**config.mk**
```make
export PLATFORM = sky130hd
export DESIGN_NAME = if_fetch
export DESIGN_NICKNAME = d
export VERILOG_FILES = /design/src/rtl/if_fetch_pkg.sv /design/src/rtl/if_fetch.sv
export SDC_FILE = /design/constraint.sdc
export NUM_CORES = 1
export LEC_CHECK = 0
export CAP_MARGIN = 10
export CORE_ASPECT_RATIO = 0.9
export CORE_UTILIZATION = 47
export DETAILED_ROUTE_END_ITERATION = 10
export GPL_ROUTABILITY_DRIVEN = 0
export PLACE_DENSITY = 0.95
export SYNTH_ARGS = -nofsm -noshare
export SYNTH_HDL_FRONTEND = slang
export SYNTH_SLANG_ARGS = --single-unit
```
**constraint.sdc**
```tcl
create_clock -name clk -period 4.8 [get_ports clk]
set_clock_uncertainty 0.1 [all_clocks]
set_input_delay 1.2 -clock clk [delete_from_list [all_inputs] [get_ports clk]]
set_output_delay 1.2 -clock clk [all_outputs]
set_load 0.05 [all_outputs]
```
**src/rtl/if_fetch_pkg.sv**
```systemverilog
`default_nettype none
// ============================================================================
//  Module      : if_fetch_pkg
//  Description : Shared types and constants for the instruction fetch stage.
//  Revision    : 1.0 - initial release
// ============================================================================
package if_fetch_pkg;

    localparam int unsigned c_inst_w   = 32;
    localparam logic [31:0] c_reset_pc = 32'h1C00_0000;

    typedef enum logic [1:0] {
        FETCH = 2'd0,
        WAIT  = 2'd1,
        DROP  = 2'd2
    } fetch_state_e;

    // Fetch addresses are always word aligned.
    function automatic logic [31:0] align_word(input logic [31:0] addr);
        return addr & 32'hFFFF_FFFC;
    endfunction

endpackage
`default_nettype wire

```
**src/rtl/if_fetch.sv**
```systemverilog
`default_nettype none
// ============================================================================
//  Module      : if_fetch
//  Description : Single-outstanding instruction fetch with one-entry output
//                buffer and branch redirect / stale-response drop.
//  Revision    : 1.0 - initial release
// ============================================================================
module if_fetch
    import if_fetch_pkg::*;
#(
    parameter logic [31:0] RESET_PC = c_reset_pc
) (
    input  logic                clk,
    input  logic                rstn,
    input  logic                fStall,
    input  logic                br_taken,
    input  logic [31:0]         br_target,
    output logic                imem_req,
    output logic [31:0]         imem_addr,
    input  logic                imem_ready,
    input  logic                imem_rvalid,
    input  logic [c_inst_w-1:0] imem_rdata,
    output logic                imem_rready,
    output logic                IF_valid,
    output logic [31:0]         IF_pc,
    output logic [c_inst_w-1:0] IF_inst
);

    fetch_state_e r_state;
    logic [31:0]  r_pc;

    always_comb begin
        imem_req    = (r_state == FETCH);
        imem_addr   = r_pc;
        imem_rready = 1'b0;
        case (r_state)
            // A redirect always takes the response so it can be retired unseen.
            WAIT:    imem_rready = br_taken || !IF_valid || !fStall;
            DROP:    imem_rready = 1'b1;
            default: imem_rready = 1'b0;
        endcase
    end

    always_ff @(posedge clk) begin
        if (!rstn) begin
            r_state  <= FETCH;
            r_pc     <= RESET_PC;
            IF_valid <= 1'b0;
            IF_pc    <= 32'd0;
            IF_inst  <= '0;
        end else begin
            if (IF_valid && !fStall) begin
                IF_valid <= 1'b0;
            end

            case (r_state)
                FETCH: begin
                    if (imem_ready) begin
                        r_state <= br_taken ? DROP : WAIT;
                    end
                end
                WAIT: begin
                    if (imem_rvalid && imem_rready) begin
                        r_state <= FETCH;
                        if (!br_taken) begin
                            IF_valid <= 1'b1;
                            IF_pc    <= r_pc;
                            IF_inst  <= imem_rdata;
                            r_pc     <= r_pc + 32'd4;
                        end
                    end else if (br_taken) begin
                        r_state <= DROP;
                    end
                end
                DROP: begin
                    if (imem_rvalid) begin
                        r_state <= FETCH;
                    end
                end
                default: r_state <= FETCH;
            endcase

            // Redirect overrides both the stall and any same-cycle load.
            if (br_taken) begin
                r_pc     <= align_word(br_target);
                IF_valid <= 1'b0;
            end
        end
    end

endmodule
`default_nettype wire

```
; Word level (Yosys, flattened, before mapping)
; Cells that the tools add are included.
[totals]
word_cells = 41
reg_bits = 99
inputBits = 70
output_inout_bits = 99
[classes]
n_mux = 13
n_reduce_logical = 14
eq_ne = 5
bitwise_logic = 2
add_sub_neg = 1
[op_table]
columns = op, count
row1 = two-way mux 32 bit, 3
row2 = "adder 32 x 3 -> 32 bit, second input constant", 1
row3 = two-way mux 2 bit, 5
row4 = case mux 2 bit (3 select lines), 1
row5 = AND reduction 3 bit, 2
row6 = AND reduction 2 bit, 2
row7 = nonzero test 2 bit, 2
row8 = two-way mux 1 bit, 3
row9 = "!= test 3 bit, second input constant", 1
row10 = "equality test 2 x 1 -> 1 bit, second input constant", 1
row11 = "equality test 2 bit, second input constant", 1
row12 = logical AND 1 bit, 2
row13 = logical NOT 1 bit, 2
row14 = logical NOT 2 bit, 1
row15 = logical OR 1 bit, 2
row16 = "!= test 2 x 1 -> 1 bit, second input constant", 1
row17 = "!= test 2 bit, second input constant", 1
row18 = inverter 1 bit, 2
row19 = case mux 1 bit (2 select lines), 1
row20 = OR reduction 2 bit, 1

; Longest topological paths before layout
[logic_depth]
word_depth = 8
mapped_depth = 9
mapped_depth_nobuf = 6

; Least setup slack after synthesis
; OpenSTA, ideal clock, no wires.
[synth_path]
kind = input-to-output
start = in br_taken
end = out imem_rready
path_buffers = 1
path_slack_ps = 1149
arrival_ps = 2351
cell_stages = 4
required_time_ps = 3500
cell_sequence = clkbuf_1 -> nand3b_1 -> a21oi_1 -> nor2b_1
[synth_via]
elab_chain_len = 3
[synth_lines]
columns = element, line
row1 = start: declaration, if_fetch.sv:16  ; input logic br_taken,
row2 = logical OR 1 bit (2 in a row), if_fetch.sv:38  ; WAIT: imem_rready = br_taken || !IF_valid || !fStall;
row3 = case mux 1 bit (2 select lines), if_fetch.sv:36  ; case (r_state)
row4 = end: declaration, if_fetch.sv:23  ; output logic imem_rready,
; No other way between the ends.

; Final worst setup path
[layout_path]
start = in fStall
end = out imem_rready
[layout_via]
elab_chain_len = 3
[layout_lines]
columns = element, line
row1 = start: declaration, if_fetch.sv:15  ; input logic fStall,
row2 = logical NOT 1 bit, if_fetch.sv:38
row3 = logical OR 1 bit, if_fetch.sv:38
row4 = case mux 1 bit (2 select lines), if_fetch.sv:36
; No other way between the ends.

==> summary.txt <==
Setup path
  – CP top delay family: buffers and inverters
  – CP Capture Type: primary output
  – Worst R2R Path Depth: 6
  – R2R Setup Slk: between 2000 and 2500 ps
  – Worst setup path class: primary input to primary output
  – Worst EP arrival: 2290 ps
  – Slowest CP cell: clkdlybuf4s50_1
  – Crit-path max FO: 6
  – Crit path cell chain: clkdlybuf4s50_1 -> nand3b_1 -> a21oi_1 -> nor2b_1 -> buf_4
  – Worst path bufs/invs: 2
  – R2r endpoint: imem_addr[25]$_SDFFE_PN0P_
  – R2R Path Start: r_state[1]$_SDFFE_PN0P_
  – CP max stage delay: between 500 and 600 ps
  – Crit path launch type: primary input
  – Crit path required time: 3500 ps

Clock tree
  – CTS tree: done
  – Clock Sinks: 95
  – Number of CTS-inserted buffers: 9
  – Post-CTS setup buffer count: 0
  – CTS resizes: 0
  – Clk slew on worst S/H paths: around 90 ps
  – Root Buffer: clkbuf_8
  – Skew-Pair Late Insertion Delay: 370 ps
  – H-tree levels: 3
  – Clock buffer depth: 2
  – Cts hold-fix bufs: 0

Power
  – Switching Share: 28.0%
  – Pwr per Cell Area: 290 nW/um^2
  – Power share of the clock group: 35.9%
  – Part of the power in registers: approximately 48%
  – Leakage: ~2 nW
  – Internal power: 1.28 mW
  – Logic pwr share: between 10% and 20%
  – Sw Pwr: 0.497 mW
  – Maximum vdd drop: around 0.23 mV

GRT
  – Pin count of the biggest net entering global routing: between 60 and 70
  – GRT Residual Overflow: 0
  – Antenna violations before repair: 0
  – First-pass GRT wire length: 21100 um
  – Tot GR Track Use: 28.6%
  – Vias in the first global route: 4522

Synth
  – Seq/Total Area, Yosys: between 40 and 50%
  – Commonest register cell after synthesis: dfxtp_1
  – Post-synth ARST share: 0%
  – Synth area leader: dfxtp_1
  – Largest cells by area after synthesis: dfxtp_1 (45%), nand2_1 (12%), a21oi_1 (8.7%), o21ai_0 (3.4%), clkbuf_1 (2.8%)
  – EDFF count, synth: 0
  – Synth warn: 0
  – Gate count of the mapped netlist: between 500 and 600
  – Number of synthesized register bits: 95
  – Synthesized area: 4210 um^2
  – Yosys top cell area share: 45.1%
  – Avg Cell Area, Syn: 7.85 um^2
  – Synth cell types: 51

Cells and area
  – Fill cell count: 664
  – Synthesis-to-layout area growth: 45.1%
  – ANT cells: 0
  – Layout cells sized above 1: 4.09%
  – Final core utilization: 70.7%
  – Final #Nets: 755

Hold path
  – Hold Path Depth: 2
  – Hold Crit Start: IF_pc[24]$_SDFFE_PN0P_
  – Worst-case hold path end point: IF_pc[24]$_SDFFE_PN0P_
  – Min-delay worst type: register to register

Route
  – 1st-iter DRT viols: around 390
  – Avg WL per Cell: about 16 um
  – Via count: between 4000 and 5000
  – DR vias/cell: 5.85
  – DRC: 0
  – TritonRoute pass-1 iters: 5
  – Post-route antenna net violation count: 0
  – Total Wirelength: 13200 um

Placed design
  – Port buffer count: 162
  – Post-DP HPWL: 9270 um
  – Pre-CTS setup slack: 1200 ps

Floorplan
  – Die width: approximately 100 um
  – Chip Height: 91.8 um
  – IO Pins: 169
  – Rows: 32
  – Die ar.: 9350 um^2
  – Initial Utilization: 48.7%
  – Core area: 8650 um^2

Outcome
  – Outcome: finished, final reports clean

Timing
  – Setup violators final: 0
  – Worst setup margin: approximately 1200 ps
  – Max Slew Vio Count: 0
  – Final hold viol count: 0
  – Slew of the pin with the lowest slew margin: about 1200 ps
  – RSZ-0062 raised after global routing: false
  – Fin crit share: between 70 and 80%
  – Max-slew headroom: around 21%
  – Total negative slack: 0 ps
  – Fin crit period: 3590 ps
  – Max Freq: 0.279 GHz

Flow run
  – Max Cap Viol: 0
state kept, by name, indices dropped and copies added, names as in the netlist:
register / cells
IF_valid: 1
IF_inst: 32
IF_pc: 30
r_state: 2
imem_addr: 30
routing by layer:
metal / track usage (%) / routed length, um / part of all wire (%) / vias up
met5: 0 / 0 / 0 / -
met4: 12.1 / 465 / 3.5 / 0
met3: 7.62 / 1310 / 9.9 / 48
met2: 45.9 / 6150 / 46 / 301
met1: 36.0 / 5310 / 40 / 2164
li1: - / - / - / 2190
cells by family (layout without fill, tap and decap cells):
family | Yosys count | in the layout | share of synthesized area [%]
AO/OA/AOI/OAI | 145 | 145 | 19.9
XOR/XNOR | 6 | 6 | 1.25
adder cells (fa/ha/maj) | 4 | 4 | 1.19
buffers and inverters | 47 | 192 | 4.72
flip-flops | 95 | 95 | 45.1
other | 1 | 4 | 0.0890
AND/OR/NAND/NOR | 239 | 239 | 27.8
how the worst max path moves through the flow:
stage / start / to / slack [ps] / depth (start not counted)
2_1_floorplan: br_taken / imem_rready / 1150 / 4
3_3_place_gp: rstn / imem_addr[25]$_SDFFE_PN0P_ / 1220 / 5
3_5_place_dp: rstn / imem_addr[25]$_SDFFE_PN0P_ / 1200 / 5
4_1_cts: fStall / imem_rready / 1220 / 5
5_1_grt: fStall / imem_rready / 1130 / 5
6_report: fStall / imem_rready / 1210 / 5
through the flow:
stage / std cells / cell area (um^2) / hold slack [ps] / total power [mW]
after detailed placement: 789 / 5880 / 348 / 1.15
after global routing: 804 / 6110 / 374 / 1.83
final: 804 / 6110 / 359 / 1.77
after floorplan: 540 / 4230 / 408 / 1.02
after CTS: 804 / 6110 / 361 / 1.78
after global placement: 789 / 5880 / 341 / 1.14
worst min-delay path: cells and delay by family (launching register included):
kind            cells  cell delay (ps)
simple gates        1               50
compound gates      1               50
flops               1              320
cell type report:
| cell class | instances | area, um^2 | share of cell area [%] |
|---|---|---|---|
| clock buffers | 9 | 124 | 2.03 |
| clock inverters | 6 | 115 | 1.88 |
| inverters | 10 | 37.5 | 0.614 |
| multi-input cells | 398 | 2130 | 34.8 |
| flip-flops and latches | 95 | 1900 | 31.1 |
| well taps | 119 | 149 | 2.44 |
| repair buffers | 167 | 1660 | 27.1 |
power by group through the flow:
stage	Clock, mW	Sequential, mW	Combinational, mW
final	0.637	0.846	0.289
after global routing	0.677	0.850	0.305
after CTS	0.646	0.845	0.287
after detailed placement	0	0.863	0.285
after global placement	0	0.861	0.279
after floorplan	0	0.923	0.0970
synthesized netlist by cell type (6+ instances only):
cell      instances
nand2_1         139
dfxtp_1          95
a21oi_1          73
clkbuf_1         31
o21ai_0          29
a31oi_1          16
nand3_1          15
nand4_1          13
or3_1            11
or4_1            10
inv_1             9
nor2_1            9
and4_1            7
o31ai_1           7
and3_1            6
placed cells by master (no fill, tap or decap), types with 3 or more instances in the layout:
master             n
clkdlybuf4s50_1  161
nand2_1          139
dfxtp_1           95
a21oi_1           73
o21ai_0           29
a31oi_1           16
nand3_1           15
nand4_1           13
or4_1             10
or3_1             10
inv_1              9
nor2_1             9
clkbuf_8           9
and4_1             7
o31ai_1            7
and3_1             6
buf_4              6
nand2b_1           5
nor4_1             5
nor3_1             4
ha_1               4
conb_1             4
a311oi_1           3
xnor2_1            3
xor2_1             3
bufinv_16          3
Power figures use the tool's default switching activity.
